### src/rtl/cpu_pkg.sv
// Shared CPU constants: OPID classes, opcode field width and branch-select encoding.
// Imported by the fetch stage, the classifier and the downstream decoder.
package cpu_pkg;

  localparam int INSTR_W = 32;
  localparam int OPC_W   = 11;

  localparam logic [3:0] OP_ADDI  = 4'b0000;
  localparam logic [3:0] OP_ADDS  = 4'b0001;
  localparam logic [3:0] OP_BCOND = 4'b0010;
  localparam logic [3:0] OP_B     = 4'b0011;
  localparam logic [3:0] OP_BL    = 4'b0100;
  localparam logic [3:0] OP_BR    = 4'b0101;
  localparam logic [3:0] OP_CBZ   = 4'b0110;
  localparam logic [3:0] OP_LDUR  = 4'b0111;
  localparam logic [3:0] OP_STUR  = 4'b1000;
  localparam logic [3:0] OP_SUBS  = 4'b1001;
  localparam logic [3:0] OP_NOP   = 4'b1111;

  typedef enum logic [1:0] {
    BR_SEQ = 2'b00,
    BR_REL = 2'b01,
    BR_REG = 2'b10
  } br_sel_e;

  // The unused 2'b11 encoding falls back to sequential fetch.
  function automatic br_sel_e decode_br(input logic [1:0] br_taken);
    case (br_taken)
      2'b01:   return BR_REL;
      2'b10:   return BR_REG;
      default: return BR_SEQ;
    endcase
  endfunction

endpackage

### src/rtl/if_stage_if.sv
// Fetch-stage bus: instruction-memory port plus the IF/ID pipeline register outputs.
interface if_stage_if import cpu_pkg::*; #(
  parameter int PC_W = 64
);

  logic [PC_W-1:0]    imem_addr;
  logic [INSTR_W-1:0] imem_rdata;
  logic [INSTR_W-1:0] if_id_instr;
  logic [PC_W-1:0]    if_id_pc;
  logic [3:0]         if_id_opid;
  logic               if_id_valid;

  modport master (
    output imem_addr,
    input  imem_rdata,
    output if_id_instr,
    output if_id_pc,
    output if_id_opid,
    output if_id_valid
  );

  modport slave (
    input  imem_addr,
    output imem_rdata,
    input  if_id_instr,
    input  if_id_pc,
    input  if_id_opid,
    input  if_id_valid
  );

endinterface

### src/rtl/if_stage_classify.sv
// Combinational OPID classifier on instr[31:21]; first matching pattern wins.
module opid_classify import cpu_pkg::*; (
  input  logic [OPC_W-1:0] opcode,
  output logic [3:0]       opid
);

  always_comb begin
    opid = OP_NOP;
    casez (opcode)
      11'b1001000100?: opid = OP_ADDI;
      11'b10101011000: opid = OP_ADDS;
      11'b01010100???: opid = OP_BCOND;
      11'b000101?????: opid = OP_B;
      11'b100101?????: opid = OP_BL;
      11'b11010110000: opid = OP_BR;
      11'b10110100???: opid = OP_CBZ;
      11'b11111000010: opid = OP_LDUR;
      11'b11111000000: opid = OP_STUR;
      11'b11101011000: opid = OP_SUBS;
      default:         opid = OP_NOP;
    endcase
  end

endmodule

### src/rtl/if_stage.sv
// Instruction fetch: PC register, next-PC selection and the IF/ID pipeline register.
// No prediction; fetch runs sequentially until a redirect arrives from branch resolution.
module if_stage import cpu_pkg::*; #(
  parameter int              PC_W     = 64,
  parameter logic [PC_W-1:0] RESET_PC = '0
) (
  input  logic            clk,
  input  logic            reset,
  input  logic            stall,
  input  logic            flush,
  input  logic [1:0]      br_taken,
  input  logic            uncond_br,
  input  logic [18:0]     imm19,
  input  logic [25:0]     imm26,
  input  logic [PC_W-1:0] br_pc,
  input  logic [PC_W-1:0] br_reg_data,
  if_stage_if.master      bus
);

  logic [PC_W-1:0] pc;
  logic [PC_W-1:0] pc_next;
  logic [PC_W-1:0] offset;
  logic [PC_W-1:0] rel_target;
  logic [3:0]      fetch_opid;
  logic            redirect;
  logic            squash;
  br_sel_e         br_sel;

  opid_classify u_classify (
    .opcode (bus.imem_rdata[31:21]),
    .opid   (fetch_opid)
  );

  assign bus.imem_addr = pc;

  // Word offsets are sign-extended to full width, so targets wrap modulo 2^PC_W.
  always_comb begin
    br_sel     = decode_br(br_taken);
    redirect   = (br_sel != BR_SEQ);
    squash     = redirect | flush;
    offset     = uncond_br ? {{(PC_W-26){imm26[25]}}, imm26}
                           : {{(PC_W-19){imm19[18]}}, imm19};
    rel_target = br_pc + (offset << 2);
    pc_next    = pc;
    case (br_sel)
      BR_REL:  pc_next = rel_target;
      BR_REG:  pc_next = br_reg_data;
      default: pc_next = stall ? pc : pc + PC_W'(4);
    endcase
  end

  always_ff @(posedge clk or posedge reset) begin
    if (reset) begin
      pc <= RESET_PC;
    end else begin
      pc <= pc_next;
    end
  end

  // A redirect or flush squashes the wrong-path slot even while stalled.
  always_ff @(posedge clk or posedge reset) begin
    if (reset) begin
      bus.if_id_instr <= '0;
      bus.if_id_pc    <= '0;
      bus.if_id_opid  <= OP_NOP;
      bus.if_id_valid <= 1'b0;
    end else if (squash) begin
      bus.if_id_instr <= '0;
      bus.if_id_pc    <= '0;
      bus.if_id_opid  <= OP_NOP;
      bus.if_id_valid <= 1'b0;
    end else if (!stall) begin
      bus.if_id_instr <= bus.imem_rdata;
      bus.if_id_pc    <= pc;
      bus.if_id_opid  <= fetch_opid;
      bus.if_id_valid <= 1'b1;
    end
  end

endmodule

### src/flat_wrapper.sv
// flat-port wrapper written by rule: the top's interface ports become plain ports
module if_stage_flat import cpu_pkg::*;
#(
  parameter int              PC_W     = 64,
  parameter logic [PC_W-1:0] RESET_PC = '0
)
  (clk, reset, stall, flush, br_taken, uncond_br, imm19, imm26, br_pc, br_reg_data, bus_imem_addr, bus_imem_rdata, bus_if_id_instr, bus_if_id_pc, bus_if_id_opid, bus_if_id_valid);
  if_stage_if #(.PC_W(PC_W)) bus_i ();
  input  logic clk;
  input  logic reset;
  input  logic stall;
  input  logic flush;
  input  logic [1:0] br_taken;
  input  logic uncond_br;
  input  logic [18:0] imm19;
  input  logic [25:0] imm26;
  input  logic [PC_W-1:0] br_pc;
  input  logic [PC_W-1:0] br_reg_data;
  output wire logic [$bits(bus_i.imem_addr)-1:0] bus_imem_addr;
  input wire logic [$bits(bus_i.imem_rdata)-1:0] bus_imem_rdata;
  output wire logic [$bits(bus_i.if_id_instr)-1:0] bus_if_id_instr;
  output wire logic [$bits(bus_i.if_id_pc)-1:0] bus_if_id_pc;
  output wire logic [$bits(bus_i.if_id_opid)-1:0] bus_if_id_opid;
  output wire logic [$bits(bus_i.if_id_valid)-1:0] bus_if_id_valid;
  assign bus_imem_addr = bus_i.imem_addr;
  assign bus_i.imem_rdata = bus_imem_rdata;
  assign bus_if_id_instr = bus_i.if_id_instr;
  assign bus_if_id_pc = bus_i.if_id_pc;
  assign bus_if_id_opid = bus_i.if_id_opid;
  assign bus_if_id_valid = bus_i.if_id_valid;
  if_stage #(.PC_W(PC_W), .RESET_PC(RESET_PC)) u_core (.clk(clk), .reset(reset), .stall(stall), .flush(flush), .br_taken(br_taken), .uncond_br(uncond_br), .imm19(imm19), .imm26(imm26), .br_pc(br_pc), .br_reg_data(br_reg_data), .bus(bus_i));
endmodule
### config.mk
export PLATFORM = sky130hd
export DESIGN_NAME = if_stage_flat
export DESIGN_NICKNAME = d
export VERILOG_FILES = /design/src/rtl/cpu_pkg.sv /design/src/rtl/if_stage_if.sv /design/src/rtl/if_stage_classify.sv /design/src/rtl/if_stage.sv /design/src/flat_wrapper.sv
export SDC_FILE = /design/constraint.sdc
export NUM_CORES = 1
export LEC_CHECK = 0
export CAP_MARGIN = 30
export CORE_MARGIN = 2
export CORE_UTILIZATION = 40
export DETAILED_ROUTE_END_ITERATION = 8
export GPL_TIMING_DRIVEN = 0
export PLACE_DENSITY = 0.7
export SLEW_MARGIN = 20
export SYNTH_ARGS = -nofsm -noshare
export SYNTH_HDL_FRONTEND = slang
export SYNTH_HIERARCHICAL = 1
export SYNTH_SLANG_ARGS = --single-unit
### constraint.sdc
create_clock -name clk -period 7.24 [get_ports clk]
set_clock_uncertainty 0.1 [all_clocks]
set_input_delay 1.448 -clock clk [delete_from_list [all_inputs] [get_ports clk]]
set_output_delay 1.448 -clock clk [all_outputs]
set_load 0.01 [all_outputs]
==> metrics.cfg, run 1 <==
[worst_setup_path]
cp.required_ns=7.41
rr_worst_depth=12
cp-end-kind=register
cp-start-kind=input pin
path_cells=clkbuf_1 > nand2b_1 > clkbuf_1 > nand2_2 > ha_1 > buf_2 > nand4_1 > or3_1 > nand2b_1 > a31oi_1 > o21ai_1 > o31ai_1 > a21oi_1 > xnor2_1 > a221oi_1 > a311oi_1
critPathKind=input pin to register
cp.arrival_ns=6.05
crit-reg2reg-capture=u_core/bus.imem_addr[52]
critPathMaxStageDelay_ns=0.51
slowest_stage=nand2_2
rrSetupSlack_ns=3.65
r2r_start=u_core/bus.imem_addr[2]
crit_fanout=37

[global_routing]
grt.total_usage_pct=30.1
grt_first_pass_wirelength_mm=73.4
grt_pass1_vias=12600
antenna_found_initial=1
grt_overflow=0
grt_max_degree=92

[cells_and_area]
layout.nets=2091
areaGrowthSynthToFinish_pct=39.8
instances_no_fill=2216
layout-drive-gt1-share_pct=4.33
nFillCells=2729

[routing]
vias=13300
first_pass_iters=5
via_per_inst=5.99
wl_per_cell_um=21.9
drc=0
drt_wl_total_mm=48.4
antenna_left=0
dr.first_iter.drc_count=1249

[clocking]
root_buffer=clkbuf_16
clkTransAtPathRegs_ns=0.06
clockBufferDepth=2
h-tree-depth=4
clkLatencyLatePin_ns=0.44
cts_hold_buf=0
post_cts_buffers=0
ctsResizeCount=0
cts_buffers=17
cts_tree=built
clock-sinks=165

[sta]
grt_setup_unrepaired=false
worst_slew_pin_slew_ns=0.766
min_period_ns=5.87
report.final.slew_viol_count=0
slew_headroom_pct=48.9
post-route-period-util_pct=81.1
setup_viol=0
fmax_ghz=0.170
setup_ws_ns=1.37
final_hold_viol_count=0

[logic_synthesis]
synth_top_area_share_pct=33.2
synth_fp_nets=1696
async_reset_ff_share_pct=100
synth_cells=1419
synth_edf_count=0
synthTopCellsByArea=dfrtp_1, a22o_1, ha_1
synth_area_leader_cell=dfrtp_1
synthFlopType=dfrtp_1
synth.avg_cell_area_sq_um=8.56
yosys_warnings=6
ys_seq_area_share_pct=34.0
synth_cell_types=84
syn_area_sq_um=12200
ys_ff_latch=165

[place]
place_inst=2185
place_congestion=0.922
numPortBuffers=375
place_hpwl_mm=39.0
pre_cts_slack_ns=0.989

[power_and_ir_drop]
p_leak_nw=6.93
power-per-cell-area_nw_per_um2=202
vdd_drop_max_v=0.000181

[job]
cap_violations=0

[die]
core_area_sq_um=29800
die_area_sq_um=31800
start_util_pct=40.8
rows=63
die_y_um=178
io_pins=377
die_x_um=178

[hold_path]
whs_endpoint=u_core/bus.if_id_pc[21]
hold_class=register to register
whs_path_depth=2
hold_start=u_core/bus.if_id_pc[21]

[outcome]
status=complete, no violations

final cells by class:
class | count | area [sq um] | share of cell area [%]
clock inverter | 9 | 106 | 0.626
antenna | 1 | 2.50 | 0.0147
clock buffer | 21 | 450 | 2.65
multi-input combinational | 1130 | 7540 | 44.4
buffer | 95 | 372 | 2.19
inverter | 29 | 116 | 0.685
tap | 390 | 488 | 2.87
sequential | 165 | 4130 | 24.3
timing repair buffer | 376 | 3780 | 22.3
Yosys cell counts (13+ instances only):
master and instances:
a211oi_1 18, a21o_1 26, a21oi_1 141, a221oi_1 44
a22o_1 93, a31oi_1 22, and2_1 15, and3_1 20
clkbuf_1 80, dfrtp_1 161, ha_1 64, inv_1 29
mux2_2 17, nand2_1 137, nand3_1 41, nand4_1 28
nor2_1 101, nor3_1 33, o21ai_0 69, o21ai_1 13
o21bai_1 15, xnor2_1 35, xor2_1 19
worst max-delay path: cells and delay by family:
| family | cells | cell delay (ns) |
|---|---|---|
| adders and majority gates | 1 | 0.50 |
| and+or+nand+nor | 5 | 1.52 |
| AOI/OAI and AO/OA | 6 | 1.58 |
| xor gates and xnor gates | 1 | 0.15 |
| buffers and inverters | 3 | 0.84 |
how the worst max path moves through the flow:
stage / startpoint / end / slack (ns) / cells past startpoint
after CTS: uncond_br / u_core/bus.imem_addr[59] / 1.41 / 16
after global placement: reset / u_core/bus.imem_addr[3] / -1.11 / 2
after floorplan: reset / u_core/bus.if_id_instr[0] / 1.24 / 1
after detailed placement: uncond_br / u_core/bus.imem_addr[59] / 0.99 / 16
final: uncond_br / u_core/bus.imem_addr[59] / 1.37 / 16
after global routing: uncond_br / u_core/bus.imem_addr[59] / 0.97 / 16
cells in the final DEF (no fill, tap or decap), drive strengths merged, types with 16 or more instances in the layout:
| cell type | netlist | layout |
|---|---|---|
| a221oi | 45 | 45 |
| inv | 29 | 29 |
| nand4 | 29 | 29 |
| a211oi | 18 | 18 |
| xnor2 | 35 | 35 |
| mux2 | 18 | 18 |
| and3 | 20 | 20 |
| o21ai | 82 | 82 |
| nor3 | 34 | 34 |
| nand2 | 137 | 137 |
| clkdlybuf4s50 | 0 | 375 |
| ha | 64 | 64 |
| a22o | 93 | 93 |
| clkbuf | 80 | 101 |
| a21o | 26 | 26 |
| nor2 | 103 | 103 |
| buf | 15 | 16 |
| a31oi | 22 | 22 |
| a21oi | 141 | 141 |
| nand3 | 43 | 43 |
| dfrtp | 161 | 161 |
| xor2 | 19 | 19 |
cells by family (layout without fill, tap and decap cells):
| kind of cell | count (synthesis) | after routing | synth area share, % |
|---|---|---|---|
| buffers and inverters | 124 | 530 | 3.95 |
| xor gates and xnor gates | 54 | 54 | 3.89 |
| other | 0 | 1 | 0 |
| AOI/OAI and AO/OA | 538 | 538 | 30.6 |
| adders and majority gates | 65 | 65 | 6.75 |
| DFF | 165 | 165 | 34.0 |
| muxes | 27 | 27 | 2.41 |
| and+or+nand+nor | 446 | 446 | 18.4 |
stage by stage:
step	util, %	total power [mW]	hold WS (ns)	cell area (sq um)	setup TNS [ns]
after global routing	57.0	3.62	0.412	17000	0
after global placement	55.0	2.53	0.363	16400	-176.19
after floorplan	-	1.88	0.416	12200	0
after CTS	57.0	3.43	0.387	17000	0
final	57.0	3.44	0.385	17000	0
after detailed placement	55.1	2.55	0.373	16400	0
flip-flops by register name, indices dropped and copies added (netlist names):
name                    count
u_core/bus.if_id_valid      1
u_core/bus.if_id_instr     32
u_core/bus.if_id_pc        64
u_core/bus.if_id_opid       4
u_core/bus.imem_addr       64
per-layer routing:
metal	routed length (um)	vias to the layer above	global-route usage, %
li1	-	6214	-
met3	3830	97	4.11
met2	21700	673	47.9
met5	0	-	0
met4	1890	0	12.5
met1	21000	6295	41.1
power by group:
group	leakage, nW	internal, mW	switching (mW)
Combinational	4.53	0.618	0.707
Sequential	2.14	1.04	0.197
Clock	0.265	0.511	0.370
Note: power is estimated with default switching activity, not from simulation.
==> run 2: changes to the inputs <==
PLACE_DENSITY = 0.73   (was 0.7)
clock period = 4.9 ns   (was 7.24 ns; I/O delays follow)
==> run 2 against run 1 <==
  * Combinational power rose by 48%
  * Power increased by 50%
  * Sequential power rose by 48%
  * Via count up 0.70%
  * Clock power grew 56%
  * First-iteration DRC count fell by 0.80%
  * Sequential share of layout area decreased by 0.22 points
  * Hold slack worse by 0.0011 ns
  * Critical path depth is 1 lower
  * Core utilization grew 0.51 points
  * Cell count increased by 0.23%
  * Critical path type unchanged
  * Critical endpoint unchanged
  * Largest cell class unchanged
==> metrics.cfg, run 2 (same netlist as run 1, synthesis figures left out) <==
[outcome]
status=complete, no violations

[hold_path]
whs_path_depth=2
hold_start=u_core/bus.if_id_pc[23]
whs_endpoint=u_core/bus.if_id_pc[23]
hold_class=register to register

[worst_setup_path]
cp-start-kind=input pin
r2r_start=u_core/bus.imem_addr[2]
critPathKind=input pin to register
rrSetupSlack_ns=1.32
crit-reg2reg-capture=u_core/bus.imem_addr[52]
cp-end-kind=register
cp.required_ns=5.07
cp.arrival_ns=4.83
crit_fanout=37
rr_worst_depth=12

[die]
rows=63
die_area_sq_um=31800
die_y_um=178
start_util_pct=40.8
core_area_sq_um=29800
io_pins=377
die_x_um=178

[global_routing]
grt_busiest_layer=met2
grt.total_usage_pct=29.7
grt_first_pass_wirelength_mm=72.6
antenna_found_initial=2
grt_pass1_vias=12500
grt_overflow=0
use_met2_pct=49.1
grt_max_degree=38
use_met1_pct=39.9
use_met3_pct=3.71

[cells_and_area]
instances_no_fill=2221
layout_commonest_cell=clkdlybuf4s50_1
areaGrowthSynthToFinish_pct=41.1
final_cell_mix=clkdlybuf4s50_1, dfrtp_1, a21oi_1
layout-drive-gt1-share_pct=5.19
layout.nets=2094
utilization_pct=57.5

[clocking]
post_cts_buffers=0
root_buffer=clkbuf_16
cts_tree=built
clkTransAtPathRegs_ns=0.06
cts_hold_buf=0
h-tree-depth=4
clock-sinks=165
clkLatencyLatePin_ns=0.44
clockBufferDepth=2
cts_buffers=17

[sta]
setup_ws_ns=0.239
final_hold_viol_count=0
whs_ns=0.384
post-route-period-util_pct=95.1
grt_setup_unrepaired=false
setup_viol=0
fmax_ghz=0.215
slew_headroom_pct=50.2
min_period_ns=4.66
report.final.slew_viol_count=0
worst_slew_pin_slew_ns=0.748

[routing]
wl_per_cell_um=21.9
antenna_left=0
drt_wl_total_mm=48.6
first_pass_iters=8
via_per_inst=6.02
dr.first_iter.drc_count=1239
drc=0
vias=13400

[power_and_ir_drop]
vdd_drop_max_v=0.000272
power-per-cell-area_nw_per_um2=301
power_mw=5.16
p_leak_nw=7.00

[place]
place_congestion=0.931
place_inst=2189
place_hpwl_mm=39.4
numPortBuffers=375
pre_cts_slack_ns=-0.907

[job]
cap_violations=0

-- run 2: what timing repair did --
action,in CTS,in global routing
resized for setup,3,11
gates cloned,0,0
setup endpoints to repair,14,18
-- run 2: critical path: stages --
cell and delay, ns:
clkdlybuf4s50_1 0.41, nand2b_2 0.19, nand2_8 0.21, ha_1 0.34, buf_2 0.19, nand4_1 0.22
or3_1 0.47, nand2b_1 0.17, a31oi_1 0.29, o21ai_1 0.24, o31ai_2 0.36, a21oi_1 0.13
xnor2_1 0.15, a221oi_1 0.37, a311oi_1 0.09
-- run 2: report_power, final --
group,leakage [nW],internal (mW),switching [mW],total [mW]
clock,0.289,0.807,0.564,1.37
sequential,2.14,1.53,0.294,1.82
combinational,4.58,0.922,1.05,1.97
-- run 2: per-stage QoR --
stage / instance area [sq um] / TNS (ns)
final: 17100 / 0
after detailed placement: 16500 / -14.02
after floorplan: 12200 / 0
after CTS: 17100 / 0
after global placement: 16400 / -13.34
after global routing: 17100 / 0
-- run 2: final cells by class --
cell class              count  area, sq um
multi-input cells        1130         7570
diodes                      1         2.50
plain buffers              94          373
repair buffers            380         3850
clock buffers              22          484
fillers                  2727        12700
inverters                  29          113
flip-flops and latches    165         4130
clock inverters            10          123
well taps                 390          488
-- run 2: worst max-delay path by stage --
stage	start	end	slack, ns	cells past startpoint
detailed placement	uncond_br	u_core/bus.imem_addr[59]	-0.91	16
global placement	uncond_br	u_core/bus.imem_addr[59]	-0.90	16
finish	imm19[18]	u_core/bus.imem_addr[59]	0.24	15
CTS	uncond_br	u_core/bus.imem_addr[59]	0.006	15
global route	uncond_br	u_core/bus.imem_addr[59]	0.02	15
floorplan	uncond_br	u_core/bus.imem_addr[59]	0.24	16
-- run 2: per-layer routing --
layer  vias to the layer above  part of all wire [%]
met5                         -                 0.027
met4                         2                   3.0
met3                        95                   8.0
met2                       725                    46
met1                      6319                    43
li1                       6231                     -
==> run 3: changes to the inputs <==
ABC_AREA = 1   (was default)
PLACE_DENSITY = 0.7   (was 0.73)
SYNTH_HIERARCHICAL = default   (was 1)
==> run 3 against run 2 <==
  * First-iteration DRC count rose by 10%
  * Fmax rose by 5.9%
  * Register-to-register slack improved by 0.65 ns
  * Critical path depth rose by 1
  * Via count rose by 33%
  * Sequential share of layout area fell by 3.3 points
  * Critical endpoint is now u_core.bus.imem_addr[32]
  * Largest cell class unchanged
  * Highest routed layer is now met4
==> metrics.cfg, run 3 <==
[logic_synthesis]
synth.most_common_cell=nand2_1
yosys_warnings=0
synthFlopType=dfrtp_1
synth_fp_nets=2739
syn_area_sq_um=14800
async_reset_ff_share_pct=100
ys_seq_area_share_pct=27.9
synth_area_leader_cell=dfrtp_1
synth_cells=2462
synth_edf_count=0
ys_ff_latch=165
synth_cell_types=54
synth_common_cells=nand2_1, inv_1, nor2_1
synth_top_area_share_pct=27.2
synthTopCellsByArea=dfrtp_1, nand2_1, inv_1
synth.avg_cell_area_sq_um=6.03

[global_routing]
grt_max_degree=38
antenna_found_initial=1
grt_first_pass_wirelength_mm=98.9
grt.total_usage_pct=33.8
grt_pass1_vias=17300
grt_overflow=0

[sta]
setup_viol=0
slew_headroom_pct=33.0
post-route-period-util_pct=89.8
grt_setup_unrepaired=false
fmax_ghz=0.227
whs_ns=0.384
worst_slew_pin_slew_ns=0.997
report.final.slew_viol_count=0
final_hold_viol_count=0
min_period_ns=4.40

[power_and_ir_drop]
p_switching_mw=2.20
clkPwrFrac_pct=25.8
power_frac_seq_pct=33.2
power-per-cell-area_nw_per_um2=266
comb_power_share_pct=41.0
vdd_drop_max_v=0.000157
p_leak_nw=9.70
p_int_mw=3.09
p_sw_share_pct=41.5

[routing]
antenna_left=0
drt_wl_total_mm=65.6
first_pass_iters=6
wl_per_cell_um=19.6
drc=0
dr.first_iter.drc_count=1366
via_per_inst=5.30
vias=17700

[clocking]
clkLatencyLatePin_ns=0.44
clock-sinks=165
post_cts_buffers=0
ctsResizeCount=0
cts_buffers=17
clockBufferDepth=2
root_buffer=clkbuf_16
h-tree-depth=4
cts_tree=built
clkTransAtPathRegs_ns=0.07
cts_hold_buf=0

[die]
start_util_pct=40.5
rows=70
die_x_um=197
core_area_sq_um=36600
io_pins=377
die_y_um=197
die_area_sq_um=38700

[place]
numPortBuffers=375
place_congestion=1.02
place_hpwl_mm=55.7

[cells_and_area]
layout.nets=3139
multi_input_area_sq_um=9100
nFillCells=3794
areaGrowthSynthToFinish_pct=34.1
layout-drive-gt1-share_pct=3.93
regArea_sq_um=4130
utilization_pct=54.3
final_cell_mix=nand2_1, clkdlybuf4s50_1, inv_1
layout_commonest_cell=nand2_1

[worst_setup_path]
startpoint=imm19[18]
cp-start-kind=input pin
crit_fanout=37
cp.required_ns=5.16
r2r_start=u_core.bus.imem_addr[33]
cp.arrival_ns=4.66
cp-end-kind=register
critPathKind=input pin to register

[hold_path]
hold_class=register to register
hold_start=u_core.bus.if_id_pc[58]

[job]
cap_violations=0

[outcome]
status=complete, no violations

run 3: changes by cell type after synthesis, sizes merged, moves of 18 or more:
cell / delta
nand2: +762
inv: +331
nor2: +111
nand3: +107
o21ai: +79
a22o: -66
a221oi: -43
clkbuf: -38
xnor2: -32
nor3: +28
a21o: -25
a31oi: -19
and3: -18
mux2: -18
run 3: through the flow:
| stage | setup TNS (ns) | power [mW] | setup slack, ns | area (sq um) | cells |
|---|---|---|---|---|---|
| after floorplan | 0 | 2.84 | 1.00 | 14800 | 2462 |
| after global placement | -1.91 | 3.87 | -0.263 | 19200 | 3305 |
| after detailed placement | 0 | 3.90 | 0.132 | 19300 | 3311 |
| after CTS | 0 | 5.26 | 0.584 | 19900 | 3343 |
| after global routing | 0 | 5.57 | 0.138 | 19900 | 3344 |
| final | 0 | 5.29 | 0.501 | 19900 | 3344 |
run 3: power by group through the flow:
stage	Sequential, mW	Combinational (mW)	Clock [mW]
2_1_floorplan	1.75	1.09	0
4_1_cts	1.75	2.14	1.37
6_report	1.75	2.17	1.36
5_1_grt	1.77	2.38	1.42
3_3_place_gp	1.77	2.11	0
3_5_place_dp	1.77	2.13	0
run 3: metal layers:
layer  up-vias  share of wire [%]  routed length [um]  GRT usage [%]
met5         -                  0                   0              0
met2       781                 45               29800           56.5
met3       151                7.6                4990           4.84
met4         0                5.2                3440           16.8
li1       8689                  -                   -              -
met1      8107                 42               27400           43.0
run 3: cell families after synthesis:
family                     synth area share, %
AOI/OAI and AO/OA                         14.9
DFF                                       27.9
adders and majority gates                 5.53
xor gates and xnor gates                  1.48
and+or+nand+nor                           39.4
buffers and inverters                     10.9
run 3: final cells by class:
| type | count | share of cell area [%] |
|---|---|---|
| sequential | 165 | 20.8 |
| buffer | 64 | 1.30 |
| clock inverter | 13 | 0.679 |
| antenna | 1 | 0.0126 |
| clock buffer | 19 | 2.23 |
| tap | 468 | 2.94 |
| multi-input combinational | 1873 | 45.7 |
| inverter | 360 | 6.81 |
| timing repair buffer | 381 | 19.5 |
run 3: worst paths after layout:
path,endpoint,slack (ns),depth (start not counted)
min,u_core.bus.if_id_pc[58],0.38,2
max reg2reg,u_core.bus.imem_addr[53],1.97,11
max,u_core.bus.imem_addr[32],0.50,16
max in group asynchronous,u_core.bus.imem_addr[53],2.81,6
min reg2reg,u_core.bus.if_id_pc[58],0.38,2
min in group asynchronous,u_core.bus.if_id_instr[17],0.78,2
run 3: worst max-delay path: stages:
cell	delay, ns
clkdlybuf4s50_1	0.40
nand2_1	0.24
nand2_2	0.50
ha_1	0.61
nand2_1	0.13
nor2_2	0.24
inv_1	0.07
nor2_1	0.25
inv_1	0.11
nor2_1	0.10
nand2_1	0.06
nand2_1	0.16
nor2_1	0.06
o21ai_0	0.50
nand3_1	0.13
o21ai_0	0.10
